File: src/rtl/hazard_ctrl.sv
// Pipeline hazard unit: shadows EX/MEM/WB register usage to raise load-use stalls,
// branch flushes and EX operand forwarding selects, plus saturating event counters.
module hazard_ctrl (
    input  logic        clk,
    input  logic        reset,
    input  logic        id_valid,
    input  logic [4:0]  id_rs1,
    input  logic [4:0]  id_rs2,
    input  logic [4:0]  id_rd,
    input  logic        id_memread,
    input  logic        id_regwrite,
    input  logic        id_branch,
    input  logic        ex_branch_taken,
    output logic        pc_write,
    output logic        ifid_write,
    output logic        ifid_flush,
    output logic        idex_bubble,
    output logic [1:0]  fwd_a,
    output logic [1:0]  fwd_b,
    output logic [15:0] stall_cnt,
    output logic [15:0] flush_cnt
);

    localparam logic [15:0] CNT_MAX = 16'hFFFF;

    logic       ex_valid_q, ex_valid_d;
    logic [4:0] ex_rs1_q, ex_rs1_d;
    logic [4:0] ex_rs2_q, ex_rs2_d;
    logic [4:0] ex_rd_q, ex_rd_d;
    logic       ex_memread_q, ex_memread_d;
    logic       ex_regwrite_q, ex_regwrite_d;
    logic       ex_branch_q, ex_branch_d;
    logic       mem_valid_q, mem_regwrite_q;
    logic [4:0] mem_rd_q;
    logic       wb_valid_q, wb_regwrite_q;
    logic [4:0] wb_rd_q;
    logic [15:0] stall_cnt_q, stall_cnt_d;
    logic [15:0] flush_cnt_q, flush_cnt_d;

    logic flush;
    logic load_use;

    assign flush    = ex_valid_q & ex_branch_q & ex_branch_taken;
    assign load_use = ex_valid_q & ex_memread_q & (ex_rd_q != 5'd0) & id_valid &
                      ((ex_rd_q == id_rs1) | (ex_rd_q == id_rs2));

    // A taken branch squashes whatever sits in ID, so a load-use stall on it is moot.
    always_comb begin
        pc_write    = 1'b1;
        ifid_write  = 1'b1;
        ifid_flush  = 1'b0;
        idex_bubble = 1'b0;
        if (flush) begin
            ifid_flush  = 1'b1;
            idex_bubble = 1'b1;
        end else if (load_use) begin
            pc_write    = 1'b0;
            ifid_write  = 1'b0;
            idex_bubble = 1'b1;
        end
    end

    // MEM result is younger than WB, so it takes priority for the same register.
    function automatic logic [1:0] fwd_sel(input logic [4:0] rs);
        logic [1:0] sel;
        sel = 2'b00;
        if (mem_valid_q && mem_regwrite_q && (mem_rd_q != 5'd0) && (mem_rd_q == rs))
            sel = 2'b10;
        else if (wb_valid_q && wb_regwrite_q && (wb_rd_q != 5'd0) && (wb_rd_q == rs))
            sel = 2'b01;
        return sel;
    endfunction

    assign fwd_a = fwd_sel(ex_rs1_q);
    assign fwd_b = fwd_sel(ex_rs2_q);

    always_comb begin
        ex_valid_d    = id_valid & ~idex_bubble;
        ex_rs1_d      = id_rs1;
        ex_rs2_d      = id_rs2;
        ex_rd_d       = id_rd;
        ex_memread_d  = id_memread & ex_valid_d;
        ex_regwrite_d = id_regwrite & ex_valid_d;
        ex_branch_d   = id_branch & ex_valid_d;
        stall_cnt_d   = stall_cnt_q;
        flush_cnt_d   = flush_cnt_q;
        if (load_use && !flush && (stall_cnt_q != CNT_MAX))
            stall_cnt_d = stall_cnt_q + 16'd1;
        if (flush && (flush_cnt_q != CNT_MAX))
            flush_cnt_d = flush_cnt_q + 16'd1;
    end

    always_ff @(posedge clk or posedge reset) begin
        if (reset) begin
            ex_valid_q     <= 1'b0;
            ex_rs1_q       <= 5'd0;
            ex_rs2_q       <= 5'd0;
            ex_rd_q        <= 5'd0;
            ex_memread_q   <= 1'b0;
            ex_regwrite_q  <= 1'b0;
            ex_branch_q    <= 1'b0;
            mem_valid_q    <= 1'b0;
            mem_rd_q       <= 5'd0;
            mem_regwrite_q <= 1'b0;
            wb_valid_q     <= 1'b0;
            wb_rd_q        <= 5'd0;
            wb_regwrite_q  <= 1'b0;
            stall_cnt_q    <= 16'd0;
            flush_cnt_q    <= 16'd0;
        end else begin
            ex_valid_q     <= ex_valid_d;
            ex_rs1_q       <= ex_rs1_d;
            ex_rs2_q       <= ex_rs2_d;
            ex_rd_q        <= ex_rd_d;
            ex_memread_q   <= ex_memread_d;
            ex_regwrite_q  <= ex_regwrite_d;
            ex_branch_q    <= ex_branch_d;
            mem_valid_q    <= ex_valid_q;
            mem_rd_q       <= ex_rd_q;
            mem_regwrite_q <= ex_regwrite_q;
            wb_valid_q     <= mem_valid_q;
            wb_rd_q        <= mem_rd_q;
            wb_regwrite_q  <= mem_regwrite_q;
            stall_cnt_q    <= stall_cnt_d;
            flush_cnt_q    <= flush_cnt_d;
        end
    end

    assign stall_cnt = stall_cnt_q;
    assign flush_cnt = flush_cnt_q;

endmodule

File: config.mk
export PLATFORM = sky130hd
export DESIGN_NAME = hazard_ctrl
export DESIGN_NICKNAME = d
export VERILOG_FILES = /design/src/rtl/hazard_ctrl.sv
export SDC_FILE = /design/constraint.sdc
export NUM_CORES = 1
export LEC_CHECK = 0
export BUFFER_PORTS_ARGS = -buffer_cell sky130_fd_sc_hd__buf_2
export CORE_ASPECT_RATIO = 1.2
export CORE_MARGIN = 10
export CORE_UTILIZATION = 40
export CTS_CLUSTER_SIZE = 14
export DETAILED_ROUTE_END_ITERATION = 12
export GPL_TIMING_DRIVEN = 0
export SETUP_SLACK_MARGIN = 0.15
export SYNTH_ARGS = -nofsm -noshare
export SYNTH_HDL_FRONTEND = slang
export SYNTH_SLANG_ARGS = --single-unit
export TNS_END_PERCENT = 50
File: constraint.sdc
create_clock -name clk -period 2.05 [get_ports clk]
set_input_delay 0.205 -clock clk [delete_from_list [all_inputs] [get_ports clk]]
set_output_delay 0.205 -clock clk [all_outputs]
set_load 0.05 [all_outputs]
Word-level counts from Yosys, hierarchy flattened
Index checks and enable logic that the tools add are counted.
{"block": "word_totals", "register_bits": 65, "inputBits": 22, "wordCells": 61, "output_inout_bits": 40}
{"block": "op_classes", "mux": 9, "addsub": 2, "n_bitwise": 12, "n_eq_ne": 8, "reduce_logical": 15}
{"operator": "$add A16 B1 Y16 const B", "n": 2}
{"operator": "$ne A16 B16 Y1 const B", "n": 2}
{"operator": "$eq A5 B5 Y1", "n": 6}
{"operator": "$reduce_bool A5 Y1", "n": 3}
{"operator": "$logic_and A1 B1 Y1", "n": 11}
{"operator": "$and A1 B1 Y1", "n": 10}
{"operator": "$mux W1", "n": 7}
{"operator": "$mux W2", "n": 2}
{"operator": "$logic_not A1 Y1", "n": 1}
{"operator": "$not A1 Y1", "n": 1}
{"operator": "$or A1 B1 Y1", "n": 1}

Depth between registers and ports, before layout
{"block": "logic_depth", "ltp_word": 9, "mapped_depth": 6, "ltp_nobuf": 6}

Worst setup path after synthesis
Ideal clock, no wire load.
{"block": "synth_timing", "path_kind": "flip-flop to output port", "startpoint": "register mem_rd_q[2]", "endpoint": "output port fwd_b[0]", "t_arrival_ps": 2910, "path_buffers": 0, "required_ps": 1845, "stages_incl_launch_ff": 5, "path_slack_ps": -1065, "path_cell_list": "dfrtp_1 -> or4_1 -> o211ai_2 -> nor4_1 -> nor3_1"}
{"block": "synth_between", "elab_chain_cells": 4, "elab_cells_between_ends": 5, "cone_classes": "eq/ne: 1; mux: 1; reduce/logical: 3"}
{"element": "start, declared", "line_no": "34", "text": "logic [4:0] mem_rd_q;"}
{"element": "start signal, assigned", "line_no": "119", "text": "mem_rd_q <= ex_rd_q;"}
{"element": "$reduce_bool A5 Y1", "line_no": "67", "text": "if (mem_valid_q && mem_regwrite_q && (mem_rd_q != 5'd0) && (mem_rd_q == rs))"}
{"element": "$logic_and A1 B1 Y1", "line_no": "67"}
{"element": "$logic_and A1 B1 Y1 (*)", "line_no": "67"}
{"element": "$mux W2 (*)", "line_no": "67"}
{"element": "end, declared", "line_no": "19", "text": "output logic [1:0] fwd_b,"}
Every way passes the cells marked *; elsewhere a longest branch is shown, timed or not.

Final worst setup path
{"block": "layout_timing", "startpoint": "register wb_rd_q[4]", "endpoint": "output port fwd_a[0]"}
{"block": "layout_between", "elab_chain_cells": 5, "elab_cells_between_ends": 6, "cone_classes": "eq/ne: 1; mux: 2; reduce/logical: 3"}
{"element": "start, declared", "line_no": "36", "text": "logic [4:0] wb_rd_q;"}
{"element": "start signal, assigned", "line_no": "122", "text": "wb_rd_q <= mem_rd_q;"}
{"element": "$reduce_bool A5 Y1", "line_no": "69", "text": "else if (wb_valid_q && wb_regwrite_q && (wb_rd_q != 5'd0) && (wb_rd_q == rs))"}
{"element": "$logic_and A1 B1 Y1", "line_no": "69"}
{"element": "$logic_and A1 B1 Y1 (*)", "line_no": "69"}
{"element": "$mux W1 (*)", "line_no": "69"}
{"element": "$mux W2 (*)", "line_no": "67"}
{"element": "end, declared", "line_no": "18", "text": "output logic [1:0] fwd_a,"}
Marks and branches as above.

==> run_results.csv <==
group,metric,value,unit
run_status,status,"complete, but fails checks",
run_status,violations,"negative hold slack, negative setup slack",
route,vias,2121,
final_layout,mostFrequentLayoutCells,"61 x dfrtp_1, 54 x buf_2, 40 x xnor2_1",
critical_path,worstSetupEndpointType,"output pin",
floorplan,die_x,97.2,um
synth,syn_area,0.00286,mm2
route,drt_iter0_drc,39,
clocking,cts_buffers,9,
critical_path,cp_max_fo,2,
final_layout,diodes,0,
critical_path,start_kind,"flip-flop",
synth,ys_seq_elements,65,
synth,seq_area_frac_synth,0.568,
floorplan,core,0.00690,mm2
clocking,clockRootBuffer,"clkbuf_8",
final_layout,final_common_cell,"dfrtp_1",
placement,routabilityCongestion,0.755,
clocking,worstSkewPairLatency,0.32,ns
timing,max_freq,456,MHz
final_layout,drive_above_1_share,0.372,
final_layout,fin_util,0.567,
power,leakage,0.00182,uW
timing,finalHoldViolCount,18,
floorplan,num_rows,33,
timing,finalCritPeriodShare,1.07,
synth,avgSynthCellArea,12.3,um2
timing,period_minus_slack,2.19,ns
critical_path,crit_required,1.85,ns
clocking,cts_tree,"yes",
final_layout,syn_to_final_growth,36.5,%
timing,slew_headroom,0.524,
timing,rsz0062_at_grt,"yes",
timing,skew,0.00751,ns
power,peakVddDrop,0.613,mV
synth,synthCells,232,
floorplan,ioPinCount,62,
synth,synth_warnings,0,
clocking,clkTransAtPathRegs,0.07,ns
critical_path,rr_worst_depth,6,
route,drt-total-wl,6.47,mm
timing,setup_slack,-0.144,ns
critical_path,critPathKind,"reg -> out",
timing,holdWs,-0.00986,ns
clocking,cts_htree_levels,3,
timing,tightest_slew,0.713,ns
floorplan,design.die.area,0.0110,mm2
clocking,clk_path_buf_depth,2,
timing,fin_setup_tns,-0.259,ns
placement,place_hpwl,4.86,mm
final_layout,fin_nets,350,
floorplan,start_util,0.415,
global_routing,grt_start_max_net_pins,36,
timing,finalSetupViolCount,2,
global_routing,antenna_found_initial,0,
global_routing,grt_pass1_vias,2251,
min_path,hold_path_class,"in -> async",
critical_path,cp.arrival,1.99,ns
route,wl_per_cell,15.5,um
global_routing,grt_pass1_wl,11.0,mm
timing,slew_viol_final,0,
placement,port_buffers,61,
route,avgViaCountPerCell,5.07,
synth,syn-num-nets,256,
route,route.detailed.drc,0,
global_routing,grt_overflow_total,0,
floorplan,die_h,113,um
run,drv_cap,0,
power,powerDensity,799,mW/mm2
route,firstDrtPassIters,4,
clocking,clkSinkCount,65,
synth,yosysUniqueCellTypes,35,
route,antenna_left,0,
final_layout,fillerInstances,590,
global_routing,track_usage,0.121,
## sequential cells by signal, summed over array words and instances, names as in the netlist, 5 cells and up
signal     cells
ex_rs1_q       5
wb_rd_q        5
ex_rd_q        5
mem_rd_q       5
stall_cnt     16
ex_rs2_q       5
flush_cnt     16
## power by group
part           internal, uW  switching (uW)
registers              1360            84.8
logic                   177             302
clock network           747             456
## final cells by class
type	count	area, um2	area share
Sequential cell	65	1630	0.418
Buffer	2	22.5	0.00577
Clock buffer	11	151	0.0388
Inverter	4	15.0	0.00384
Clock inverter	5	77.6	0.0199
Tap cell	87	109	0.0279
Timing Repair Buffer	83	561	0.143
Multi-Input combinational cell	161	1340	0.343
## path summary, 6_finish.rpt
kind | startpoint | endpoint | slack (ns)
hold reg to reg | ex_regwrite_q | mem_regwrite_q | 0.35
max in group asynchronous | reset | mem_valid_q | 1.45
min in group clk | id_rs1[3] | ex_rs1_q[3] | 0.02
hold / removal | reset | flush_cnt[2] | -0.01
setup / recovery | wb_rd_q[4] | fwd_a[0] | -0.14
setup reg to reg | ex_valid_q | stall_cnt[1] | 0.25
## metal layers
layer / wire length [um] / track usage / part of all wire / up-vias
met5: 0 / 0 / 0 / -
met4: 124 / 0.0495 / 0.019 / 0
met3: 275 / 0.0276 / 0.043 / 11
met2: 3240 / 0.205 / 0.50 / 58
met1: 2830 / 0.144 / 0.44 / 1048
li1: - / - / - / 1004
## Yosys cell counts
library cell	count	area, um2
nor2_1	8	30.0
nand2_2	1	6.26
ha_1	2	25.0
or4_1	3	22.5
nor4_2	1	12.5
nand3_1	17	85.1
o211a_1	1	10.0
inv_1	3	11.3
nor4_4	1	21.3
dfrtp_1	65	1630
nor4b_4	1	23.8
o31a_1	1	8.76
mux2_4	2	30.0
o22ai_4	1	20.0
nand3b_1	1	7.51
nor2_4	1	11.3
o211ai_2	1	12.5
nor3_2	1	10.0
o211ai_1	1	7.51
nand4_1	16	100
xnor2_1	42	368
and3_1	9	56.3
nor4_1	4	25.0
and4_1	3	26.3
inv_2	1	3.75
and2_1	5	31.3
nor3_1	3	15.0
nand3_2	1	10.0
a31oi_1	1	6.26
xor2_1	17	149
buf_2	1	5.00
nand2_1	13	48.8
a211o_4	1	17.5
a21oi_1	2	10.0
buf_4	1	7.51
## worst max-delay path, stage by stage, from the launching register on
cell,delay [ns]
dfrtp_1,0.38
buf_4,0.14
xor2_1,0.13
or4_4,0.52
nor4_4,0.29
buf_6,0.19
## what timing repair did
item	CTS	global route
pin swaps	8	5
buffers inserted	12	0
hold buffers	8	1
hold endpoints to repair	8	1
endpoints found under the setup margin	7	8
resized for setup	34	3
## stage by stage
stage	setup WS (ns)	instances	instance area (um2)	power, uW
after CTS	-0.173	417	3880	3160
after global routing	-0.228	418	3910	3270
after floorplan	-0.0693	232	2920	1760
final	-0.144	418	3910	3120
after detailed placement	-0.0307	381	3350	1890
after global placement	-0.566	380	3330	1880
## cells by family after synthesis
| group | synth area share |
|---|---|
| AOI/OAI and AO/OA | 0.0324 |
| xor gates and xnor gates | 0.181 |
| adders and majority gates | 0.00874 |
| buffers and inverters | 0.00962 |
| DFF | 0.568 |
| muxes | 0.0105 |
| and+or+nand+nor | 0.190 |
No activity file was read; power rests on OpenSTA's default activity.
